[config.mk]
export PLATFORM = sky130hd
export DESIGN_NAME = burst_req
export DESIGN_NICKNAME = d
export VERILOG_FILES = /design/src/rtl/burst_req.sv
export SDC_FILE = /design/constraint.sdc
export NUM_CORES = 1
export LEC_CHECK = 0
export CORE_ASPECT_RATIO = 0.7
export CORE_MARGIN = 2
export CORE_UTILIZATION = 38
export CTS_CLUSTER_DIAMETER = 60
export DETAILED_ROUTE_END_ITERATION = 10
export GPL_TIMING_DRIVEN = 0
export MAX_ROUTING_LAYER = met4
export PLACE_DENSITY = 0.57
export SLEW_MARGIN = 15
export SYNTH_ARGS = -nofsm -noshare
export SYNTH_HDL_FRONTEND = slang
export SYNTH_SLANG_ARGS = --single-unit
[constraint.sdc]
create_clock -name clock -period 2.3 [get_ports clock]
set_input_delay 0.46 -clock clock [delete_from_list [all_inputs] [get_ports clock]]
set_output_delay 0.46 -clock clock [all_outputs]
set_load 0.01 [all_outputs]
[src/rtl/burst_req.sv]
// Requester front end for one arbiter port: buffers words in a small FIFO,
// requests while data is pending and drains at most BURST_MAX words per grant.
module burst_req #(
    parameter int DATA_W    = 8,
    parameter int DEPTH     = 4,
    parameter int BURST_MAX = 4
) (
    input  logic              clock,
    input  logic              reset,
    input  logic [DATA_W-1:0] in_data,
    input  logic              in_valid,
    output logic              in_ready,
    output logic              req,
    input  logic              gnt,
    output logic [DATA_W-1:0] out_data,
    output logic              out_valid
);

    localparam int PTR_W  = $clog2(DEPTH);
    localparam int CNT_W  = $clog2(DEPTH + 1);
    localparam int BEAT_W = $clog2(BURST_MAX + 1);

    // Bit 0 of the encoding is the request line, so req comes straight off a flop.
    typedef enum logic [1:0] {
        IDLE    = 2'b00,
        REQ     = 2'b01,
        XFER    = 2'b11,
        BACKOFF = 2'b10
    } state_t;

    state_t              state_r;
    state_t              state_nxt_s;
    logic [DATA_W-1:0]   mem_r [DEPTH];
    logic [PTR_W-1:0]    wr_ptr_r;
    logic [PTR_W-1:0]    rd_ptr_r;
    logic [CNT_W-1:0]    count_r;
    logic [CNT_W-1:0]    count_nxt_s;
    logic [BEAT_W-1:0]   beats_r;
    logic [BEAT_W-1:0]   beats_inc_s;
    logic                push_s;
    logic                pop_s;
    logic [DATA_W-1:0]   out_data_r;
    logic                out_valid_r;

    // FIFO handshake and occupancy arithmetic
    always_comb begin
        in_ready    = (count_r != CNT_W'(DEPTH));
        push_s      = in_valid && in_ready;
        pop_s       = (state_r == XFER) && gnt && (count_r != {CNT_W{1'b0}});
        count_nxt_s = count_r + CNT_W'(push_s) - CNT_W'(pop_s);
        beats_inc_s = beats_r + BEAT_W'(1);
    end

    // State register
    always_ff @(posedge clock) begin
        if (reset) begin
            state_r <= IDLE;
        end else begin
            state_r <= state_nxt_s;
        end
    end

    // Next-state logic
    always_comb begin
        state_nxt_s = state_r;
        case (state_r)
            IDLE: begin
                if (count_r != {CNT_W{1'b0}}) state_nxt_s = REQ;
                else                          state_nxt_s = IDLE;
            end
            REQ: begin
                if (gnt) state_nxt_s = XFER;
                else     state_nxt_s = REQ;
            end
            XFER: begin
                if (!gnt) begin
                    state_nxt_s = REQ;
                end else if (pop_s && ((beats_inc_s == BEAT_W'(BURST_MAX)) ||
                                       (count_nxt_s == {CNT_W{1'b0}}))) begin
                    state_nxt_s = BACKOFF;
                end else begin
                    state_nxt_s = XFER;
                end
            end
            BACKOFF: begin
                if (!gnt) state_nxt_s = IDLE;
                else      state_nxt_s = BACKOFF;
            end
            default: state_nxt_s = IDLE;
        endcase
    end

    // Output decode from the state flop
    always_comb begin
        req       = state_r[0];
        out_data  = out_data_r;
        out_valid = out_valid_r;
    end

    // FIFO storage; contents are don't-care until the count covers them
    always_ff @(posedge clock) begin
        if (push_s) begin
            mem_r[wr_ptr_r] <= in_data;
        end else begin
            mem_r[wr_ptr_r] <= mem_r[wr_ptr_r];
        end
    end

    // FIFO pointers and count
    always_ff @(posedge clock) begin
        if (reset) begin
            wr_ptr_r <= {PTR_W{1'b0}};
            rd_ptr_r <= {PTR_W{1'b0}};
            count_r  <= {CNT_W{1'b0}};
        end else begin
            if (push_s) wr_ptr_r <= wr_ptr_r + PTR_W'(1);
            if (pop_s)  rd_ptr_r <= rd_ptr_r + PTR_W'(1);
            count_r <= count_nxt_s;
        end
    end

    // Per-grant beat counter, restarted whenever a grant is (re)acquired
    always_ff @(posedge clock) begin
        if (reset) begin
            beats_r <= {BEAT_W{1'b0}};
        end else if ((state_r == REQ) && gnt) begin
            beats_r <= {BEAT_W{1'b0}};
        end else if (pop_s) begin
            beats_r <= beats_inc_s;
        end else begin
            beats_r <= beats_r;
        end
    end

    // Registered pop outputs
    always_ff @(posedge clock) begin
        if (reset) begin
            out_valid_r <= 1'b0;
            out_data_r  <= {DATA_W{1'b0}};
        end else begin
            out_valid_r <= pop_s;
            if (pop_s) out_data_r <= mem_r[rd_ptr_r];
        end
    end

endmodule

-- Word-level counts from Yosys, hierarchy flattened
Memories as Yosys holds them, arrays and structs flattened. A register that Yosys moved wholly into a read port is not among the register bits.
Index checks and enable logic that the tools add are counted.
Widths: inputs -> output; s select.
- register bits: 13
- bits in latches: 0
- bits in writable memories: 32
- memory bits (read-only): 0
- bits of input ports: 12
- word-level logic and storage cells: 40
- memories kept: 1
- add/subtract/negate cells: 5
- $mul: 0
- div/mod/pow operators: 0
- magnitude comparators: 0
- equality and inequality tests: 6
- shifts and indexed selects: 0
- multiplexer cells: 10
- bitwise operators: 1
- reductions and logical operators: 11
- memories (name ; depth ; width ; rd ports ; clocked after Yosys merged registers in ; write ports ; line ; RTL):
    mem_r ; 4 ; 8 ; 1 ; 1 ; 1 ; 33 ; logic [DATA_W-1:0] mem_r [DEPTH];
- operator list (operator ; count):
    $mux 8 ; 1
    $pmux 2 s4 ; 1
    $mux 2 ; 3
    $logic_and 1x1->1 ; 5
    $mux 1 ; 5
    $add 2x1->2 const B ; 2
    $eq 2x2->1 const B ; 2
    $add 3x1->3 ; 1
    $add 3x1->3 const B ; 1
    $eq 3x3->1 const B ; 1
    $logic_not 3->1 ; 1
    $ne 3x3->1 const B ; 1
    $reduce_bool 3->1 ; 1
    $sub 3x1->3 ; 1
    $eq 2x1->1 const B ; 1
    $logic_not 2->1 ; 1
    $reduce_and 2->1 ; 1
    $reduce_or 2->1 ; 1
    $logic_or 1x1->1 ; 1
    $ne 0x0->1 ; 1
    $or 1x1->1 ; 1

-- Longest topological paths before layout
- word-level depth: 10
- gate-level depth with buffers: 10
- gate-level depth less buffers: 9

-- Least setup slack after synthesis
No wires, ideal clock.
- kind: input-to-reg
- start: input port gnt
- end: register state_r[0]
- library setup time: 0.073 ns
- data arrival time: 2.205 ns
- required time: 2.227 ns
- slack: 0.022 ns
- stages: 10
- path buffers: 1
- cells stage by stage: and3_1 -> buf_2 -> nand2_1 -> xnor2_1 -> ha_1 -> inv_1 -> fa_1 -> xnor3_1 -> a221o_1 -> o211ai_2
- cells in the longest elaborated chain, start to end: 9
- RTL lines (what ; line ; RTL):
    start: declaration ; 14 ; input logic gnt,
    $logic_and 1x1->1 (2 in a row) ; 49 ; pop_s = (state_r == XFER) && gnt && (count_r != {CNT_W{1'b0}});
    $sub 3x1->3 ; 50 ; count_nxt_s = count_r + CNT_W'(push_s) - CNT_W'(pop_s);
    $logic_not 3->1 ; 79 ; (count_nxt_s == {CNT_W{1'b0}}))) begin
    $logic_or 1x1->1 ; 78 ; end else if (pop_s && ((beats_inc_s == BEAT_W'(BURST_MAX)) ||
    $logic_and 1x1->1 ; 78 ;
    $mux 1 ; 78 ;
    $mux 2 * ; 76 ; if (!gnt) begin
    $pmux 2 s4 * ; 66 ; case (state_r)
    end signal: assignment ; 59 ; state_r <= state_nxt_s;
    end: declaration ; 31 ; state_t state_r;
Every way passes the cells marked *; elsewhere a longest branch is shown, timed or not.
A chain may end at the register's enable or synchronous reset.

-- Final worst setup path
- start: register count_r[1]
- end: register state_r[0]
- cells in the longest elaborated chain, start to end: 10
- RTL lines (what ; line ; RTL):
    start: declaration ; 36 ; logic [CNT_W-1:0] count_r;
    start signal: assignment ; 114 ; count_r <= {CNT_W{1'b0}};
    start signal: assignment ; 118 ; count_r <= count_nxt_s;
    $ne 3x3->1 ; 47 ; in_ready = (count_r != CNT_W'(DEPTH));
    $logic_and 1x1->1 ; 48 ; push_s = in_valid && in_ready;
    $add 3x1->3 ; 50 ;
    $sub 3x1->3 ; 50 ;
    $logic_not 3->1 ; 79 ;
    $logic_or 1x1->1 ; 78 ;
    $logic_and 1x1->1 ; 78 ;
    $mux 1 ; 78 ;
    $mux 2 ; 76 ;
    $pmux 2 s4 * ; 66 ;
Marks and branches as above.

==> reports/qor.yml <==
clocking:
  cts_max_level: 2
  clk_pin_slew_ns: 0.09
  cts_num_sinks: 53
  insertion_delay_ns: 0.30
  root_buffer: "clkbuf_8"
  numCtsBuffers: 5
  cts_tree: "yes"
  hold_buffers: 0
  cts_max_path_buffers: 2
routing:
  wl_per_cell_um: 16.3
  vias: 1378
  postRouteAntennaNets: 0
  remaining_drc_errors: 0
  first_pass_iters: 4
  wl_um: 4300
  drt_iter0_markers: 63
  vias_per_cell: 5.22
timing:
  skew_ns: 0.00347
  fmax_ghz: 0.440
  slew_violations: 0
  slew_headroom_pct: 57.6
  setup_viol: 0
  hold-worst-slack_ns: 0.442
  hold_viol: 0
  period_share_pct: 98.8
  rsz0062_at_grt: "yes"
  min_period_ns: 2.27
  tightest_slew_ns: 0.635
  setup_ws_ns: 0.0278
yosys:
  synth_area_leaders: "edfxtp_1, dfxtp_1, mux4_2"
  synthesis.nets: 178
  synth_top_cell_area_share_pct: 44.3
  synth_edf_count: 32
  post-synth-top-count-cell: "edfxtp_1"
  ys_seq_area_share_pct: 63.7
  async_flop_share_pct: 0
  ys_types: 33
  synth_commonest_cells: "edfxtp_1, dfxtp_1, a21oi_1, o21ai_0, nand3_1"
  syn_inst: 158
  netlist.top_cell.by_area: "edfxtp_1"
  syn_area_per_cell_sq_um: 13.7
  ys.flop_type: "edfxtp_1"
  synth-seq-cells: 53
  netlist_area_sq_mm: 0.00217
  ys.warnings.count: 0
finish:
  layout-drive-gt1-share_pct: 19.8
  syn2layout_area_growth_pct: 22.2
  diodes: 0
  nFillCells: 481
  nets: 211
worst_hold_path:
  min_to: "state_r[1]$_SDFF_PP0_"
  min_from: "gnt"
  hp-class: "primary input to flip-flop"
  worstHoldPathCells: 2
worst_setup_path:
  r2r-start: "count_r[1]$_SDFF_PP0_"
  startpoint: "count_r[1]$_SDFF_PP0_"
  rr_worst_depth: 9
  worst-r2r-setup-slack_ns: 0.03
  critPathCaptureType: "flip-flop"
  worst-setup-path-type: "flip-flop to flip-flop"
  reg2reg_to: "state_r[0]$_SDFF_PP0_"
  critPathRequiredTime_ns: 2.53
  cp-start-kind: "flip-flop"
  crit_path_max_fanout: 3
  worst_ep_arrival_time_ns: 2.50
place:
  place_ws_ns: -0.739
  io_buffers: 22
  place.gp.congestion: 0.819
  hpwl_um: 2980
floorplanning:
  die_area_sq_mm: 0.00634
  die_w_um: 94.3
  io-pin-count: 23
  rows: 22
  core_sq_mm: 0.00537
  start_util_pct: 40.4
  fp.dieH_um: 67.2
outcome:
  status: "completed"
grt:
  grt_antenna_before_repair: 0
  gr-total-overflow: 0
  grt_pass1_wl_um: 6950
  grt_start_max_net_pins: 17
  track_usage_pct: 15.3
  grt_pass1_vias: 1388
power_and_ir_drop:
  vdd_ir_drop_max_uv: 324
  cellPowerDensity_mw_per_mm2: 845
  p_leak_nw: 0.901
flow_run:
  maxCapViolCount: 0
[final cells by class]
type | instances | area, sq um | area share (%)
buffer | 8 | 42.5 | 1.61
clock buffer | 6 | 72.6 | 2.74
clock inverter | 2 | 15.0 | 0.567
inverter | 7 | 26.3 | 0.992
multi-input combinational | 90 | 766 | 28.9
sequential | 53 | 1390 | 52.6
tap | 72 | 90.1 | 3.40
timing repair buffer | 26 | 244 | 9.21
[metal layers]
layer,global-route usage [%],vias up,routed length (um)
li1,-,655,-
met1,20.0,699,2060
met2,24.6,22,2090
met3,3.68,2,133
met4,3.80,0,14
met5,-,-,0
[cell families after synthesis]
group / count (synthesis) / share of synthesized area [%]
DFF: 53 / 63.7
and+or+nand+nor: 38 / 9.52
AOI/OAI and AO/OA: 33 / 8.77
buffers and inverters: 15 / 2.88
muxes: 8 / 8.31
adders and majority gates: 8 / 4.96
xor gates and xnor gates: 3 / 1.85
[state kept, by name, summed over array words and instances, names as in the netlist]
register and cells:
beats_r 3, mem_r 32, count_r 3, state_r 2, rd_ptr_r 2, out_valid 1, wr_ptr_r 2, out_data 8
[power by group]
part	internal (mW)	switching (mW)
Combinational	0.271	0.289
Clock	0.215	0.292
Sequential	1.11	0.0615
Total	1.60	0.642
[critical path: stages (launching register included)]
cell and delay [ns]:
dfxtp_4 0.37, or3_4 0.40, nand2_4 0.09, xnor2_2 0.10, ha_2 0.19, inv_2 0.04, fa_1 0.44, nor2b_1 0.15
a221o_1 0.35, o211ai_2 0.07
[metrics by stage]
step / power (mW) / instances / setup TNS, ns / util (%) / area (sq um)
finish: 2.24 / 264 / 0 / 49.4 / 2650
detailed placement: 1.63 / 252 / -1.52 / 46.2 / 2480
global placement: 1.61 / 252 / -1.37 / 46.2 / 2480
floorplan: 1.46 / 158 / 0 / - / 2170
global route: 2.36 / 264 / -0.0562 / 49.4 / 2650
CTS: 2.20 / 262 / 0 / 48.7 / 2620
[repair_timing]
item	CTS	global route
resized for setup	14	9
gates cloned	0	0
endpoints found under the setup margin	3	1
buffers inserted	2	2
pin swaps	1	2
[layout by cell type, fill, tap and decap left out, types with 2 or more instances in the layout]
cell,instances
dfxtp_1,17
a21oi_1,14
mux4_2,8
ha_1,6
nor2_1,7
clkdlybuf4s50_1,20
dfxtp_4,3
clkbuf_2,2
and3_1,4
nand3_1,12
nor2b_1,2
clkbuf_1,5
o21ai_0,13
clkbuf_8,5
or3_1,2
buf_4,5
clkinvlp_4,2
inv_1,6
edfxtp_1,32
[worst max path at each step]
stage	endpoint	slack (ns)	depth (start not counted)
floorplan	state_r[0]$_SDFF_PP0_	0.02	10
global placement	state_r[0]$_SDFF_PP0_	-0.69	11
detailed placement	state_r[0]$_SDFF_PP0_	-0.74	11
CTS	state_r[0]$_SDFF_PP0_	0.006	11
global route	state_r[0]$_SDFF_PP0_	-0.06	9
finish	state_r[0]$_SDFF_PP0_	0.03	9
(Power assumes the default switching activity.)
